==> config.mk <==
export PLATFORM = sky130hd
export DESIGN_NAME = usb_rx_timer
export DESIGN_NICKNAME = d
export VERILOG_FILES = /design/src/rtl/usb_rx_pkg.sv /design/src/rtl/usb_flex_counter.sv /design/src/rtl/usb_rx_timer.sv
export SDC_FILE = /design/constraint.sdc
export NUM_CORES = 1
export LEC_CHECK = 0
export ABC_AREA = 1
export CORE_MARGIN = 2
export CORE_UTILIZATION = 54
export DETAILED_ROUTE_END_ITERATION = 10
export PLACE_DENSITY = 0.79
export SYNTH_ARGS = -nofsm -noshare
export SYNTH_HDL_FRONTEND = slang
export SYNTH_HIERARCHICAL = 1
export SYNTH_SLANG_ARGS = --single-unit
==> constraint.sdc <==
create_clock -name clk -period 1.6 [get_ports clk]
set_clock_uncertainty 0.1 [all_clocks]
set_input_delay 0.16 -clock clk [delete_from_list [all_inputs] [get_ports clk]]
set_output_delay 0.16 -clock clk [all_outputs]
set_load 0.01 [all_outputs]
==> src/rtl/usb_rx_pkg.sv <==
// Shared constants and types for the USB receive bit-timing path.
package usb_rx_pkg;

  localparam int USB_CLKS_PER_BIT_DEF = 8;
  localparam int USB_SAMPLE_POINT_DEF = 3;
  localparam int USB_BITS_PER_BYTE    = 8;

  typedef logic [2:0] ones_t;
  typedef logic [2:0] bitc_t;

  localparam ones_t USB_STUFF_LIMIT = 3'd6;
  localparam bitc_t USB_BITC_MAX    = 3'(USB_BITS_PER_BYTE - 1);

endpackage

==> src/rtl/usb_flex_counter.sv <==
// Wrapping up-counter with synchronous clear/load, count enable and a
// combinational flag that is high while the count sits at its rollover value.
module usb_flex_counter #(
  parameter int WIDTH = 4
) (
  input  logic             clk,
  input  logic             n_rst,
  input  logic             clear,
  input  logic             load,
  input  logic [WIDTH-1:0] load_val,
  input  logic             count_enable,
  input  logic [WIDTH-1:0] rollover_val,
  output logic [WIDTH-1:0] count_out,
  output logic             rollover_flag
);

  logic [WIDTH-1:0] count_reg;
  logic [WIDTH-1:0] count_next;

  always_ff @(posedge clk or negedge n_rst) begin
    if (!n_rst) count_reg <= '0;
    else        count_reg <= count_next;
  end

  // Clear beats load beats count.
  always_comb begin
    count_next = count_reg;
    if (clear)
      count_next = '0;
    else if (load)
      count_next = load_val;
    else if (count_enable)
      count_next = (count_reg == rollover_val) ? '0 : count_reg + 1'b1;
  end

  assign count_out     = count_reg;
  assign rollover_flag = (count_reg == rollover_val);

endmodule

==> src/rtl/usb_rx_timer.sv <==
// USB RX bit timing and bit unstuffing. Defining USB_RX_RESYNC_EN lets each
// d_edge realign the sample phase; otherwise the phase free-runs per packet.
module usb_rx_timer
  import usb_rx_pkg::*;
#(
  parameter int CLKS_PER_BIT = USB_CLKS_PER_BIT_DEF,
  parameter int SAMPLE_POINT = USB_SAMPLE_POINT_DEF
) (
  input  logic clk,
  input  logic n_rst,
  input  logic rcving,
  input  logic d_edge,
  input  logic d_orig,
  output logic shift_enable,
  output logic data_shift,
  output logic byte_received,
  output logic stuff_err
);

  localparam int PW = $clog2(CLKS_PER_BIT);
  localparam logic [PW-1:0] PHASE_MAX    = PW'(CLKS_PER_BIT - 1);
  localparam logic [PW-1:0] PHASE_SAMPLE = PW'(SAMPLE_POINT);
  localparam logic [PW-1:0] PHASE_RESYNC = PW'(1);

  logic          rcving_reg;
  logic [PW-1:0] phase;
  logic          phase_load;
  logic          unused_phase_roll;
  bitc_t         bitc;
  logic          bitc_roll;
  ones_t         ones_reg;
  ones_t         ones_next;
  logic          is_stuff;
  logic          byte_received_reg;
  logic          stuff_err_reg;

  // The first rcving cycle holds phase at 0 so the first sample lands
  // SAMPLE_POINT+1 cycles into the packet.
  always_ff @(posedge clk or negedge n_rst) begin
    if (!n_rst) rcving_reg <= 1'b0;
    else        rcving_reg <= rcving;
  end

`ifdef USB_RX_RESYNC_EN
  assign phase_load = rcving && d_edge;
`else
  logic unused_d_edge;
  assign unused_d_edge = d_edge;
  assign phase_load    = 1'b0;
`endif

  usb_flex_counter #(.WIDTH(PW)) u_phase_cnt (
    .clk          (clk),
    .n_rst        (n_rst),
    .clear        (!rcving),
    .load         (phase_load),
    .load_val     (PHASE_RESYNC),
    .count_enable (rcving && rcving_reg),
    .rollover_val (PHASE_MAX),
    .count_out    (phase),
    .rollover_flag(unused_phase_roll)
  );

  assign shift_enable = rcving && rcving_reg && (phase == PHASE_SAMPLE);
  assign is_stuff     = (ones_reg == USB_STUFF_LIMIT);
  assign data_shift   = shift_enable && !is_stuff;

  always_comb begin
    ones_next = ones_reg;
    if (!rcving)
      ones_next = '0;
    else if (shift_enable) begin
      if (is_stuff || !d_orig) ones_next = '0;
      else                     ones_next = ones_reg + 3'd1;
    end
  end

  always_ff @(posedge clk or negedge n_rst) begin
    if (!n_rst) ones_reg <= '0;
    else        ones_reg <= ones_next;
  end

  usb_flex_counter #(.WIDTH(3)) u_bit_cnt (
    .clk          (clk),
    .n_rst        (n_rst),
    .clear        (!rcving),
    .load         (1'b0),
    .load_val     (3'd0),
    .count_enable (data_shift),
    .rollover_val (USB_BITC_MAX),
    .count_out    (bitc),
    .rollover_flag(bitc_roll)
  );

  // Pulses register one cycle after their causing strobe.
  always_ff @(posedge clk or negedge n_rst) begin
    if (!n_rst) begin
      byte_received_reg <= 1'b0;
      stuff_err_reg     <= 1'b0;
    end else begin
      byte_received_reg <= rcving && data_shift && bitc_roll && (bitc == USB_BITC_MAX);
      stuff_err_reg     <= rcving && shift_enable && is_stuff && d_orig;
    end
  end

  assign byte_received = byte_received_reg;
  assign stuff_err     = stuff_err_reg;

endmodule

-- Word level (Yosys, flattened, before mapping)
Cells that the tools add are included.
W data, S select, Z words.
- flip-flop bits (word level): 12
- bits in latches: 0
- bits in writable memories: 0
- memory bits (read-only): 0
- input port bits: 5
- output and inout port bits: 4
- logic and storage cells: 37
- memories kept: 0
- add/sub/neg operators: 3
- $mul: 0
- divide/modulo/power cells: 0
- magnitude comparators: 0
- eq/ne operators: 7
- shifts and indexed selects: 0
- mux-type cells: 9
- bitwise logic cells: 0
- reduce and logical (&&, ||, !) cells: 12
- operators by type and width (kind ; count):
    $mux W3 ; 9
    $add A3 B1 Y3 const B ; 3
    $eq A3 B3 Y1 const B ; 3
    $logic_and A1 B1 Y1 ; 9
    $ne A2 B1 Y1 const B ; 3
    $eq A3 B2 Y1 const B ; 1
    $logic_not A1 Y1 ; 2
    $logic_or A1 B1 Y1 ; 1

-- Longest topological paths before layout
Gate-level depths: netlist of run 1.
- depth in word-level cells: 6
- mapped depth: 9
- depth with buffers taken out: 9

-- Cells and area by module
The synthesis of run 1 kept the hierarchy.
- by module, submodules not included (module ; instances ; cells each ; area each (um^2) ; sequential area each (um^2)):
    usb_flex_counter ; 2 ; 44 ; 264.0 ; 75.1
    usb_rx_timer ; 1 ; 44 ; 346.6 ; 150.1

-- Worst setup path before layout of run 1
OpenSTA, ideal clock, no wires.
- path type: reg-to-reg
- from: reg u_phase_cnt.count_reg[2], in the netlist u_phase_cnt/count_out[2]
- to: reg u_bit_cnt.count_reg[0], in the netlist u_bit_cnt/count_out[0]
- data arrival time: 1.224 ns
- data required time: 1.435 ns
- slack: 0.211 ns
- cell stages (with the launch flop): 10
- path buffers: 0
- period minus slack after synthesis: 1.389 ns
- cells stage by stage: dfrtp_1 inv_1 nand2_1 nor2_4 nand2_2 inv_1 nor2_1 nor2_1 nand2_1 nand2_1
- longest elaborated chain between the ends: 4
- RTL lines (element ; RTL line ; source):
    start, declared ; usb_flex_counter.sv:17 ; logic [WIDTH-1:0] count_reg;
    start signal, assigned ; usb_flex_counter.sv:22 ; else count_reg <= count_next;
    $eq A3 B2 Y1 ; usb_rx_timer.sv:64 ; assign shift_enable = rcving && rcving_reg && (phase == PHASE_SAMPLE);
    $logic_and A1 B1 Y1 ; usb_rx_timer.sv:64 ;
    net shift_enable ; usb_rx_timer.sv:14 ; output logic shift_enable,
    $logic_and A1 B1 Y1 ; usb_rx_timer.sv:66 ; assign data_shift = shift_enable && !is_stuff;
    net data_shift ; usb_rx_timer.sv:15 ; output logic data_shift,
    $ne A2 B1 Y1 (no source line) ; - ;
    end signal, assigned ; usb_flex_counter.sv:22 ;
    end, declared ; usb_flex_counter.sv:17 ;
The timed path passes the listed nets, and every way through them passes these cells.
A chain may end at the register's enable or synchronous reset.

-- Worst setup path in the final report of run 1
- from: reg ones_reg[0]
- to: out data_shift
- longest elaborated chain between the ends: 3
- RTL lines (element ; RTL line ; source):
    start, declared ; usb_rx_timer.sv:31 ; ones_t ones_reg;
    start signal, assigned ; usb_rx_timer.sv:80 ; else ones_reg <= ones_next;
    $eq A3 B3 Y1 ; usb_rx_timer.sv:65 ; assign is_stuff = (ones_reg == USB_STUFF_LIMIT);
    $logic_not A1 Y1 ; usb_rx_timer.sv:66 ;
    $logic_and A1 B1 Y1 ; usb_rx_timer.sv:66 ;
    end, declared ; usb_rx_timer.sv:15 ;
No other way between the ends.

==> summary.md, run 1 <==
The flow ran to the end, and the final reports show no timing, DRC or antenna violations. Hold is met by 0.128 ns. The required time of the critical path is 1.34 ns, and the maximum root-to-sink buffer count is 2. Timing would allow up to 659 MHz.

For this design, the sink count on the clock tree is 12. The repair_antennas step left the layout with diodes totalling 0. After detailed routing, the average wire length per cell comes to 10.1 um. The number of placement rows was 14; the depth of the most critical reg-to-reg path was 9. The die width is 44.2 um, and the largest vdd supply drop is 452 uV.

Vias per cell: 4.70. Yosys warning count: 6. The logs give 176 for the final net count and 3 for the number of buffers created by CTS.

In this run the clock root is driven by a sky130_fd_sc_hd__clkbuf_4. In this run the tightest slew margin relative to its limit is 64.0%. The initial antenna violation count is 0. After clock tree synthesis, the flow added hold-fix buffers numbering 0. The first global-routing pass estimated 3310 um of wire.

Of all nets on the critical path, the largest fanout is 2. The final global-route overflow total was 0. The growth of design area from synthesis to finish came out at 27.4%. After filler insertion, the fill cell instance count of the layout stands at 131. Setup violations remaining at the end of the flow were counted as 0. The number of iterations in the first detailed-routing pass was 4; the vias after detailed routing was 856. The half-perimeter wire length after detailed placement was 1490 um; the total count of hold-check failures in the final report was 0. The smallest clock period supported by the final layout is computed as 1.52 ns.

The leakage power figure came out at 0.665 nW. Setup repair after global routing left no endpoint under its margin. Routability-driven placement finished with a final weighted congestion of 0.837.

The final critical-path share of the clock period is 94.8%. The most critical setup path has its startpoint at ones_reg[0]$_DFFE_PN0P_. The kind of end point of the critical path is an output port. The multi-input combinational cells in the finished layout cover a total of 543 um2. Beginning of the worst register-to-register path: ones_reg[0]$_DFFE_PN0P_.

The register cell area after layout is 300 um2, and the count of non-filler cells in the finished layout is 182. After clock tree synthesis, the repair step resized 7 gates. The run gives 806 as the number of global-route vias before repair. Summing internal, switching and leakage power gives 0.711 mW. The power density over cell area works out to 640 nW/um2. The worst register-to-register path ends at u_bit_cnt/count_out[0]$_DFFE_PN0P_.

The I/O pin count was 9; the final wirelength was 1840 um. The remaining routing DRC violations is 0, and the area of the die is 1950 um2. After the first detailed-routing iteration, the DRC count stood at 33. The path class of the tightest hold or removal check is input port to asynchronous set/reset pin. The clock transition time at the flip-flop clock pins of the worst setup and hold paths came out at 0.08 ns. Global routing consumed, over all layers together, 23.0% of the routing resources.

For this configuration, the core starts out at a cell density of 57.8%. The total area inside the core boundary comes to 1510 um2. Each instance of the synthesized netlist takes up on average 6.65 um2.

The number of levels the H-tree was split into is 1, and the remaining antenna violation count is 0. At the later pin of the worst-skew pair, clock insertion delay measures 0.28 ns. Of the cells placed in the final design, the portion with a size suffix greater than 1 is 16.9%. After clock tree synthesis, the setup repair step added 0 buffers. The tools report the combined area of all synthesized cells as 871 um2.

The transition time at the pin with the least slew margin was 0.539 ns; the die extent in y was 44.2 um. In this run, placement finished with an instance count of 178. Entering global routing, the biggest net connects 13 pins.

In the synthesized netlist, the number of instances is 131. TritonCTS built the clock tree. Final count of pins violating max slew: 0.

The setup slack on the worst flop-to-flop path came out at 0.12 ns. Critical setup path kind: flip-flop to output port. Data on the critical path arrives at its endpoint at 1.26 ns.

The worst setup path is launched from a flip-flop. Across the run, the number of max-cap violations was 0. Port buffer count: 7.
-- layout make-up --
class	count	area share (%)
Multi-Input combinational cell	113	48.9
Sequential cell	12	27.1
Timing Repair Buffer	17	12.2
Inverter	20	6.76
Clock buffer	4	3.27
Tap cell	16	1.80
-- layer usage --
metal / global-route usage [%] / vias up / part of all wire [%] / wire (um)
li1: - / 441 / - / -
met1: 27.4 / 396 / 43 / 796
met2: 42.1 / 14 / 52 / 966
met3: 2.45 / 5 / 2.6 / 48
met4: 9.09 / 0 / 1.6 / 30
met5: 0 / - / 0 / 0
-- critical path, stage by stage (launching register included) --
cell	delay, ns
sky130_fd_sc_hd__dfrtp_1	0.41
sky130_fd_sc_hd__inv_2	0.07
sky130_fd_sc_hd__ha_1	0.18
sky130_fd_sc_hd__nand2_2	0.07
sky130_fd_sc_hd__nand2_2	0.08
sky130_fd_sc_hd__inv_1	0.05
sky130_fd_sc_hd__buf_2	0.13
-- power breakdown --
part / switching (mW) / internal, mW / leakage, nW
logic: 0.0840 / 0.0543 / 0.482
registers: 0.0121 / 0.315 / 0.162
clock network: 0.107 / 0.139 / 0.0210
total: 0.203 / 0.508 / 0.665
-- worst max path at each step --
stage	end	cells after the start	slack, ns
6_report	data_shift	6	0.08
5_1_grt	u_bit_cnt/count_out[2]$_DFFE_PN0P_	9	0.03
4_1_cts	shift_enable	5	0.01
3_5_place_dp	shift_enable	5	-0.19
3_3_place_gp	data_shift	6	-0.14
2_1_floorplan	u_bit_cnt/count_out[0]$_DFFE_PN0P_	9	0.21
-- metrics by stage --
step	setup WS [ns]	util, %	setup TNS [ns]	area, um2
6_report	0.0827	73.7	0	1110
5_1_grt	0.0295	73.7	0	1110
4_1_cts	0.0149	73.9	0	1110
3_5_place_dp	-0.191	71.8	-0.369	1080
3_3_place_gp	-0.141	71.8	-0.278	1080
2_1_floorplan	0.211	-	0	931
-- cells in the final DEF, fill, tap and decap left out, drive strengths merged --
| cell type | instances |
|---|---|
| a21oi | 1 |
| nor3 | 3 |
| nand3 | 9 |
| nand4 | 1 |
| inv | 20 |
| nand2 | 60 |
| conb | 18 |
| clkdlybuf4s50 | 5 |
| dfrtp | 12 |
| buf | 11 |
| clkbuf | 5 |
| xnor2 | 4 |
| ha | 4 |
| nor2 | 13 |
No activity file was read; power rests on OpenSTA's default activity.
==> run 2: changes to the inputs <==
Settings changed: ABC_AREA 1 to not set, CORE_MARGIN 2 to not set, CORE_UTILIZATION 54 to 53.
==> run 2 against run 1 <==
Against the previous run: clock power shrank 2%; clock-buffer cell count unchanged; power fell by 4.1%; die area fell by 17%; global-route usage grew 2.3 points; critical path depth fell by 1; via count shrank 20%; sequential cell count unchanged; critical path type is now input port to output port; largest power group unchanged.
==> summary.md, run 2 <==
The flow ran to the end, and the final reports show no timing, DRC or antenna violations. Leaving out fill and tap cells, the most frequent cell in the layout is sky130_fd_sc_hd__conb_1. Wire length per cell: 12.5 um. Entering global routing, the biggest net connects 13 pins. The remaining routing DRC violations was 0; the total setup violations reported at the end of the flow was 0. In this run the most used layer during global routing was met2. The initial antenna violation count was 0.

Buffers placed on the I/O ports in this run total 7. Global routing used 25.3% of the available tracks across all layers. The number of iterations in the first detailed-routing pass was 4.

Growth of design area from synthesis to finish: 31.9%. Counting flops and latches in the post-synthesis netlist gives 12. Once layout is complete, the utilization of the core stands at 76.8%. The starting density of the core is 58.3%. Global routing consumed, on the met2 layer, 43.1% of the routing resources.

The worst slack at placement came out at -0.368 ns. In the synthesized netlist the async set-or-reset flop fraction comes to 100%. The tree is rooted in a sky130_fd_sc_hd__clkbuf_4.

The total count of hold-check failures in the final report came out at 0. At the pin with the least slew margin, the transition time is 0.513 ns. The critical setup path kind is input port to output port.

The clock period could shrink to 1.60 ns. The number of buffer and inverter stages on the critical path was 2; the setup slack on the worst flop-to-flop path was 0.05 ns. The fraction of synthesized cell area taken by the top area cell type is 38.6%. Leaving out fill and tap cells, the most frequent cells in the layout are 14 x sky130_fd_sc_hd__conb_1, 12 x sky130_fd_sc_hd__dfrtp_1, 10 x sky130_fd_sc_hd__buf_4, 8 x sky130_fd_sc_hd__nor2_1, 8 x sky130_fd_sc_hd__xor2_1. The slowest cell on the critical path was sky130_fd_sc_hd__clkdlybuf4s50_1. Synthesis produced a netlist whose cell count is 82. The count of nets left with antenna violations once routing finished came out at 0. Detailed placement finished with a half-perimeter wire length of 1130 um. The worst setup path is captured at an output port. The tightest min-delay check is of the input port to asynchronous set/reset pin type.

Measured in cells, the most critical reg-to-reg path has a length of 7. Final-layout fill cell count: 82. The top cell family by delay on the critical path was buffers and inverters. The run gives 300 um2 as the register cell area after layout. The critical path crosses 5 cells after its start point. The logs give 124 for the final net count and 515 uV for the largest vdd supply drop. The leading area contributor after synthesis is sky130_fd_sc_hd__dfrtp_1. The critical path goes through clkdlybuf4s50_1 > nand4_1 > or2_4 > a21oi_4 > buf_2.

The largest single stage delay on the critical path is 0.49 ns. The design draws 0.682 mW. Counting along the longest clock path gives a buffer depth of 2.

The post-route worst setup slack is 0.00491 ns. The run gives 2600 um as the wire length of the first global-routing pass. The commonest cells after synthesis are 12 x sky130_fd_sc_hd__dfrtp_1, 8 x sky130_fd_sc_hd__nor2_1, 8 x sky130_fd_sc_hd__xor2_1. Measured along the y axis, the die boundary spans 40.3 um. Summed negative setup slack over all endpoints: 0 ns. The number of levels the H-tree was split into came out at 1.

Power spread over the standard cell area amounts to 665 nW/um2. Headroom to the max-slew limit came out at 65.7%. Number of placement rows: 13. After synthesis, the netlist uses 24 different library cells.

Most frequently used flop master after synthesis: sky130_fd_sc_hd__dfrtp_1. The ratio of cells with drive above 1 in the final layout came out at 21.9%. The starting DRC count in detailed routing was 12; the final weighted congestion of routability-driven global placement was 0.784. In this run the critical register-to-register path is launched from u_phase_cnt/count_out[1]$_DFFE_PN0P_.

In the final layout, the multi-input gates occupy 504 um2. The number of global-route vias before repair came out at 592. The final count of pins violating max slew was 0; the final global-route overflow total was 0.

The number of buffers inserted by hold repair at cts came out at 0. In this run the cell area of the synthesized design comes to 777 um2. Tracing the worst setup path back leads to its startpoint at rcving. Data on the critical path is required at its endpoint by 1.34 ns.

The startpoint kind of the worst setup timing path is an input port. Setup repair after global routing could not meet its margin everywhere. Dividing the detail-routed via count by the number of cells gives 5.32.

Clock-pin slew was measured on the worst setup and hold paths at 0.08 ns. Yosys instantiated no cell more often than sky130_fd_sc_hd__dfrtp_1. The tool flagged a number of max-cap violations equal to 0. The tools report the leakage power figure as 0.506 nW. The Yosys warning count is 6.

For the cell area after placement, the log shows 967 um2. By area the synthesized netlist is led by sky130_fd_sc_hd__dfrtp_1 39%, sky130_fd_sc_hd__xor2_1 9.0%, sky130_fd_sc_hd__ha_1 6.4%. The number of antenna diodes in the final layout is 0. Data on the critical path arrives at its endpoint at 1.34 ns. The synthesized area per cell came out at 9.48 um2. During I/O placement, the number of pins put on the boundary was 9. The die width came out at 40.3 um. The tools report the destination of the critical timing path as data_shift. TritonCTS created 3 clock buffers. The met3 capacity usage during global routing came out at 8.89%. The floorplan step defined a die boundary enclosing 1620 um2. The clock net in this run drives a total of 12 sinks. Counting flops with a built-in enable in the synthesized netlist gives 0.

Derived from the worst setup path, the maximum achievable clock frequency is 627 MHz. The routed design has 1620 um of wire. The final design instance area without fill was 1020 um2.

The floorplan step defined a core boundary enclosing 1330 um2. The worst path uses 99.7% of the clock period. TritonCTS built the clock tree.

Sequential elements use 38.6% of the synthesized area. Largest fanout on the critical path: 3. For met1 alone, demand over resource in global routing was 29.9%.

Summing over every cut layer, the via total after detailed routing is 686. The worst register-to-register path ends at u_bit_cnt/count_out[0]$_DFFE_PN0P_. For the worst-skew pair, the clock arrives at the later sink with an insertion delay of 0.27 ns.
-- run 2: through the flow --
stage,std cells,hold WS (ns)
final,129,0.121
after global routing,129,0.179
after CTS,127,0.136
after detailed placement,123,0.428
after global placement,123,0.431
after floorplan,94,-0.236
-- run 2: area by class of cell --
class | instances | share of cell area (%)
multi-input cells | 75 | 49.2
flip-flops and latches | 12 | 29.3
repair buffers | 18 | 14.3
clock buffers | 4 | 3.54
inverters | 5 | 1.83
well taps | 15 | 1.83
-- run 2: report_power, final --
| group | internal, mW | switching (mW) |
|---|---|---|
| logic | 0.0500 | 0.0679 |
| registers | 0.314 | 0.00953 |
| clock network | 0.138 | 0.102 |
-- run 2: repair_timing --
action / 4_1_cts / 5_1_grt
hold endpoints to repair: 0 / 0
buffers inserted: 0 / 2
setup endpoints to repair: 2 / 5
resized for setup: 6 / 5
-- run 2: routing by layer --
layer	wire length, um	part of all wire [%]	vias to the layer above
li1	-	-	342
met1	709	44	328
met2	839	52	14
met3	49	3.0	2
met4	18	1.1	0
met5	0	0	-
-- run 2: worst reg2reg max path, cell delays in order, from the launching register on --
cell	delay [ns]
sky130_fd_sc_hd__dfrtp_1	0.36
sky130_fd_sc_hd__nand4_1	0.13
sky130_fd_sc_hd__or2_4	0.28
sky130_fd_sc_hd__a21oi_4	0.13
sky130_fd_sc_hd__buf_6	0.13
sky130_fd_sc_hd__nor4b_1	0.05
sky130_fd_sc_hd__a31oi_1	0.18
sky130_fd_sc_hd__o21ai_2	0.07
-- run 2: logic make-up (layout without fill, tap and decap cells) --
family	count (synthesis)	in the layout	synth area share, %
flops	12	12	38.6
buf+inv	7	27	4.35
xor+xnor	8	8	9.02
mux	3	3	3.86
fa+ha+maj	4	4	6.44
compound gates	14	14	11.8
simple gates	32	32	25.0
other cells	2	14	0.967
-- run 2: how the worst min path moves through the flow --
stage                                              end  slack (ns)  depth (start not counted)
floorplan                      byte_received$_DFF_PN0_       -0.24                          0
global placement               ones_reg[0]$_DFFE_PN0P_        0.43                          1
detailed placement             byte_received$_DFF_PN0_        0.43                          1
CTS                            byte_received$_DFF_PN0_        0.14                          1
global route        u_bit_cnt/count_out[1]$_DFFE_PN0P_        0.18                          1
finish                         byte_received$_DFF_PN0_        0.12                          1
==> run 3: changes to the inputs <==
Settings changed: CORE_AREA set to 2 2 39 41, CORE_UTILIZATION 53 to not set, DIE_AREA set to 0 0 41 43, PLACE_DENSITY 0.79 to 0.75, SYNTH_HIERARCHICAL 1 to not set.
==> run 3 against run 2 <==
Against the previous run: the flow now finishes with violations (setup timing); critical path type is now flip-flop to output port; clock-buffer cell count is the same; combinational power shrank 44%; largest power group unchanged; cell area shrank 11%; via count shrank 26%.
==> summary.md, run 3 <==
The slowest cell on the critical path was sky130_fd_sc_hd__dfrtp_1. The run gives 597 uV as the largest vdd supply drop. For the number of levels the H-tree was split into, the log shows 1. The maximum root-to-sink buffer count came out at 2.

Most frequently used flop master after synthesis: sky130_fd_sc_hd__dfrtp_1. In the layout the commonest cells are 12 x sky130_fd_sc_hd__dfrtp_1, 11 x sky130_fd_sc_hd__buf_4, 5 x sky130_fd_sc_hd__ha_1, 5 x sky130_fd_sc_hd__clkdlybuf4s50_1, 5 x sky130_fd_sc_hd__buf_6. The critical setup path kind is flip-flop to output port.

The final count of pins violating max slew was 0; the power density over cell area was 690 nW/um2. After synthesis, the netlist uses 24 different library cells. Of the synthesized area, sequential elements account for 47.0%.

After clock tree synthesis, the setup repair step added 0 buffers. The area growth from synthesis to layout is 41.9%. Summed over all nets, the half-perimeter wirelength after detailed placement is 961 um. The number of buffer and inverter stages on the critical path came out at 1. Based on the critical path, the design can be clocked at up to 587 MHz.

Setup repair after global routing could not meet its margin everywhere. The wire length of the first global-routing pass came out at 1990 um. Kind of end point of the critical path: an output port. The minimum clock period after layout was 1.70 ns. Count of flip-flops with a built-in enable after synthesis: 0.

Buffers inserted during clock tree synthesis total 3. The checks that failed: setup timing. The startpoint kind of the worst setup timing path is a flip-flop.

The starting DRC count in detailed routing was 10. The synthesized netlist devotes 0% of its cell area to XOR and XNOR gates. The floorplan has 14 rows. Most instantiated library cell after synthesis: sky130_fd_sc_hd__dfrtp_1. For the initial antenna violation count, the log shows 0. The critical path goes through ha_4 > ha_4 > and2_4 > and3_4 > buf_6.

In this run the critical register-to-register path is captured at u_bit_cnt.count_out[0]$_DFFE_PN0P_. The portion of synthesized area spent on multiplexers is 1.57%. During placement, the flow inserted port buffers numbering 7. The final net count was 94; the I/O pin count was 9.

TritonCTS built the clock tree. After clock tree synthesis, the clock-pin slew on the worst setup and hold paths is 0.07 ns. Synthesized area per cell: 11.0 um2. The total count of hold-check failures in the final report was 0.

For this run, design rule violations remaining after detail routing come to 0. The cell family contributing the most delay on the critical path is flip-flops. Cell with the most instances on the worst path: sky130_fd_sc_hd__ha_4. The vias per cell was 5.25. The number of cells on the critical path works out to 5. The flop and latch count out of synthesis is 12. For the overall track demand over capacity in global routing, the log shows 17.3%.

Across all layers, the routed design uses 509 vias. Power comes to 0.626 mW. Across all register-to-register paths, the minimum setup slack is -0.09 ns. The run gives 101 as the final-layout fill cell count. The transition time at the pin with the least slew margin is 0.523 ns, and the largest net degree at the start of global routing is 13. The biggest area contributor in the post-synthesis netlist is sky130_fd_sc_hd__dfrtp_1. Leakage power figure: 0.444 nW. Routability-driven placement finished with a final weighted congestion of 0.790. For the final global-route overflow total, the log shows 0. After synthesis, the largest area contributor takes up 47.0% of total cell area.

After detailed routing, the average wire length per cell comes to 13.0 um. Final design instance area without fill: 907 um2. Of the available clock period, the critical path in the final layout requires 106%. The cell area that synthesis handed to floorplanning was 639 um2. For this run, the number of Yosys warnings is 0. The die width is 41 um, and the required time of the critical path is 1.34 ns. Of the total synthesized cell area, the portion taken by AND, OR, NAND and NOR gates is 21.3%. The library cell used most frequently in the layout, excluding fill and tap cells, is sky130_fd_sc_hd__dfrtp_1. Hold is met by 0.124 ns. After clock tree synthesis, the flow added hold-fix buffers numbering 0. The logs give 488 for the number of global-route vias before repair and 1.44 ns for the arrival time at the worst endpoint. Post-route worst setup slack: -0.104 ns. The tool flagged a number of max-cap violations equal to 0.

The min-delay analysis places its worst path in the category input port to asynchronous set/reset pin. The die covers 1760 um2. The worst register-to-register path begins at u_phase_cnt.count_out[1]$_DFFE_PN0P_. Number of cells in the design after placement: 93. After detailed placement, the total cell area comes to 820 um2. The largest fanout on the critical path was 2; the worst-skew pair later-pin latency was 0.28 ns. The run finished, with violations left. The antenna diode instance count is 0. Sorting the synthesized cells by how often they occur yields 12 x sky130_fd_sc_hd__dfrtp_1, 7 x sky130_fd_sc_hd__ha_1, 6 x sky130_fd_sc_hd__a21boi_0. The die is 43 um tall.

The first detailed-routing pass ran for 4 iterations. Setup violations remaining at the end of the flow were counted as 3. Counting every net in the synthesized netlist gives 70. The adder and majority gate portion of the synthesized area works out to 13.7%. The final wirelength was 1260 um; the ratio of cells with drive above 1 in the final layout was 32.1%. The combinational family with the most area after synthesis is simple AND/OR/NAND/NOR gates. The largest single stage delay on the critical path is 0.42 ns. The core region is 1380 um2. For this configuration, the core starts out at a cell density of 46.2%. Measured against its own limit, the worst slew margin works out to 65.0%.

The synthesized-area fraction occupied by ao, oa, aoi and oai cells is 12.9%. The clock root buffer master was sky130_fd_sc_hd__clkbuf_4. The synthesized netlist cell count is 58, and the depth of the most critical reg-to-reg path is 7.

The proportion of synthesized flip-flops having asynchronous set or reset was 100%. After synthesis, the cell types taking the most area are sky130_fd_sc_hd__dfrtp_1 47%, sky130_fd_sc_hd__ha_1 14%, sky130_fd_sc_hd__a21boi_0 7.0%. After the flow finishes, the layout carries non-filler instances totaling 97. In this run the remaining antenna-violating nets after routing total 0.

The clock drives 12 sinks.
[run 3: cell types whose count changed after synthesis, moves of 4 or more]
cell / change
sky130_fd_sc_hd__a21boi_0: +6
sky130_fd_sc_hd__o21ai_0: +4
sky130_fd_sc_hd__o22ai_1: -5
sky130_fd_sc_hd__xor2_1: -8
sky130_fd_sc_hd__nor2_1: -7
sky130_fd_sc_hd__nand3_1: -5
[run 3: report_power, final]
part | switching (mW) | internal, mW | total, mW
Clock | 0.103 | 0.139 | 0.242
Combinational | 0.0286 | 0.0369 | 0.0655
Sequential | 0.00834 | 0.310 | 0.319
[run 3: final cells by class]
cell class / instances / area (um2) / share of cell area [%]
Clock buffer: 4 / 36.3 / 4.00
Multi-Input combinational cell: 42 / 354 / 39.0
Tap cell: 16 / 20.0 / 2.21
Inverter: 2 / 7.51 / 0.828
Timing Repair Buffer: 21 / 189 / 20.8
Sequential cell: 12 / 300 / 33.1
[run 3: logic make-up (layout without fill, tap and decap cells)]
group                    after synthesis  after routing
AO/OA/AOI/OAI                         12             12
adder cells (fa/ha/maj)                7              7
buffers and inverters                  4             27
flip-flops                            12             12
multiplexers                           1              1
AND/OR/NAND/NOR                       22             22
[run 3: worst register-to-register path, stage by stage, from the launching register on]
cell                       delay, ns
sky130_fd_sc_hd__dfrtp_1        0.40
sky130_fd_sc_hd__ha_4           0.16
sky130_fd_sc_hd__ha_4           0.13
sky130_fd_sc_hd__buf_6          0.09
sky130_fd_sc_hd__buf_6          0.08
sky130_fd_sc_hd__nand2_4        0.04
sky130_fd_sc_hd__or4_1          0.46
sky130_fd_sc_hd__a21boi_1       0.15
[run 3: per-stage QoR]
stage / util [%] / setup TNS (ns) / worst slack, ns
finish: 65.6 / -0.257 / -0.104
global route: 65.6 / -0.371 / -0.138
CTS: 65.3 / -0.251 / -0.104
detailed placement: 59.2 / -0.719 / -0.231
global placement: 59.2 / -0.450 / -0.198
floorplan: - / 0 / 0.0246
[run 3: layer usage]
metal  part of all wire (%)  vias to the layer above  global-route usage (%)
li1                       -                      254                       -
met2                     54                       11                    28.1
met4                    2.1                        0                    10.7
met3                    3.2                        2                    4.19
met5                      0                        -                       0
met1                     40                      242                    18.8
[run 3: worst max-delay path by stage]
stage	start	endpoint	slack, ns
finish	u_phase_cnt.count_out[1]$_DFFE_PN0P_	data_shift	-0.10
global route	u_phase_cnt.count_out[0]$_DFFE_PN0P_	data_shift	-0.14
CTS	u_phase_cnt.count_out[1]$_DFFE_PN0P_	data_shift	-0.10
detailed placement	u_phase_cnt.count_out[0]$_DFFE_PN0P_	data_shift	-0.23
global placement	u_phase_cnt.count_out[0]$_DFFE_PN0P_	data_shift	-0.20
floorplan	u_phase_cnt.count_out[0]$_DFFE_PN0P_	byte_received$_DFF_PN0_	0.02
[run 3: what timing repair did]
item / 4_1_cts / 5_1_grt
pin swaps: 2 / 1
gates resized for setup: 19 / 4
gates cloned: 0 / 0
endpoints found under the setup margin: 8 / 6
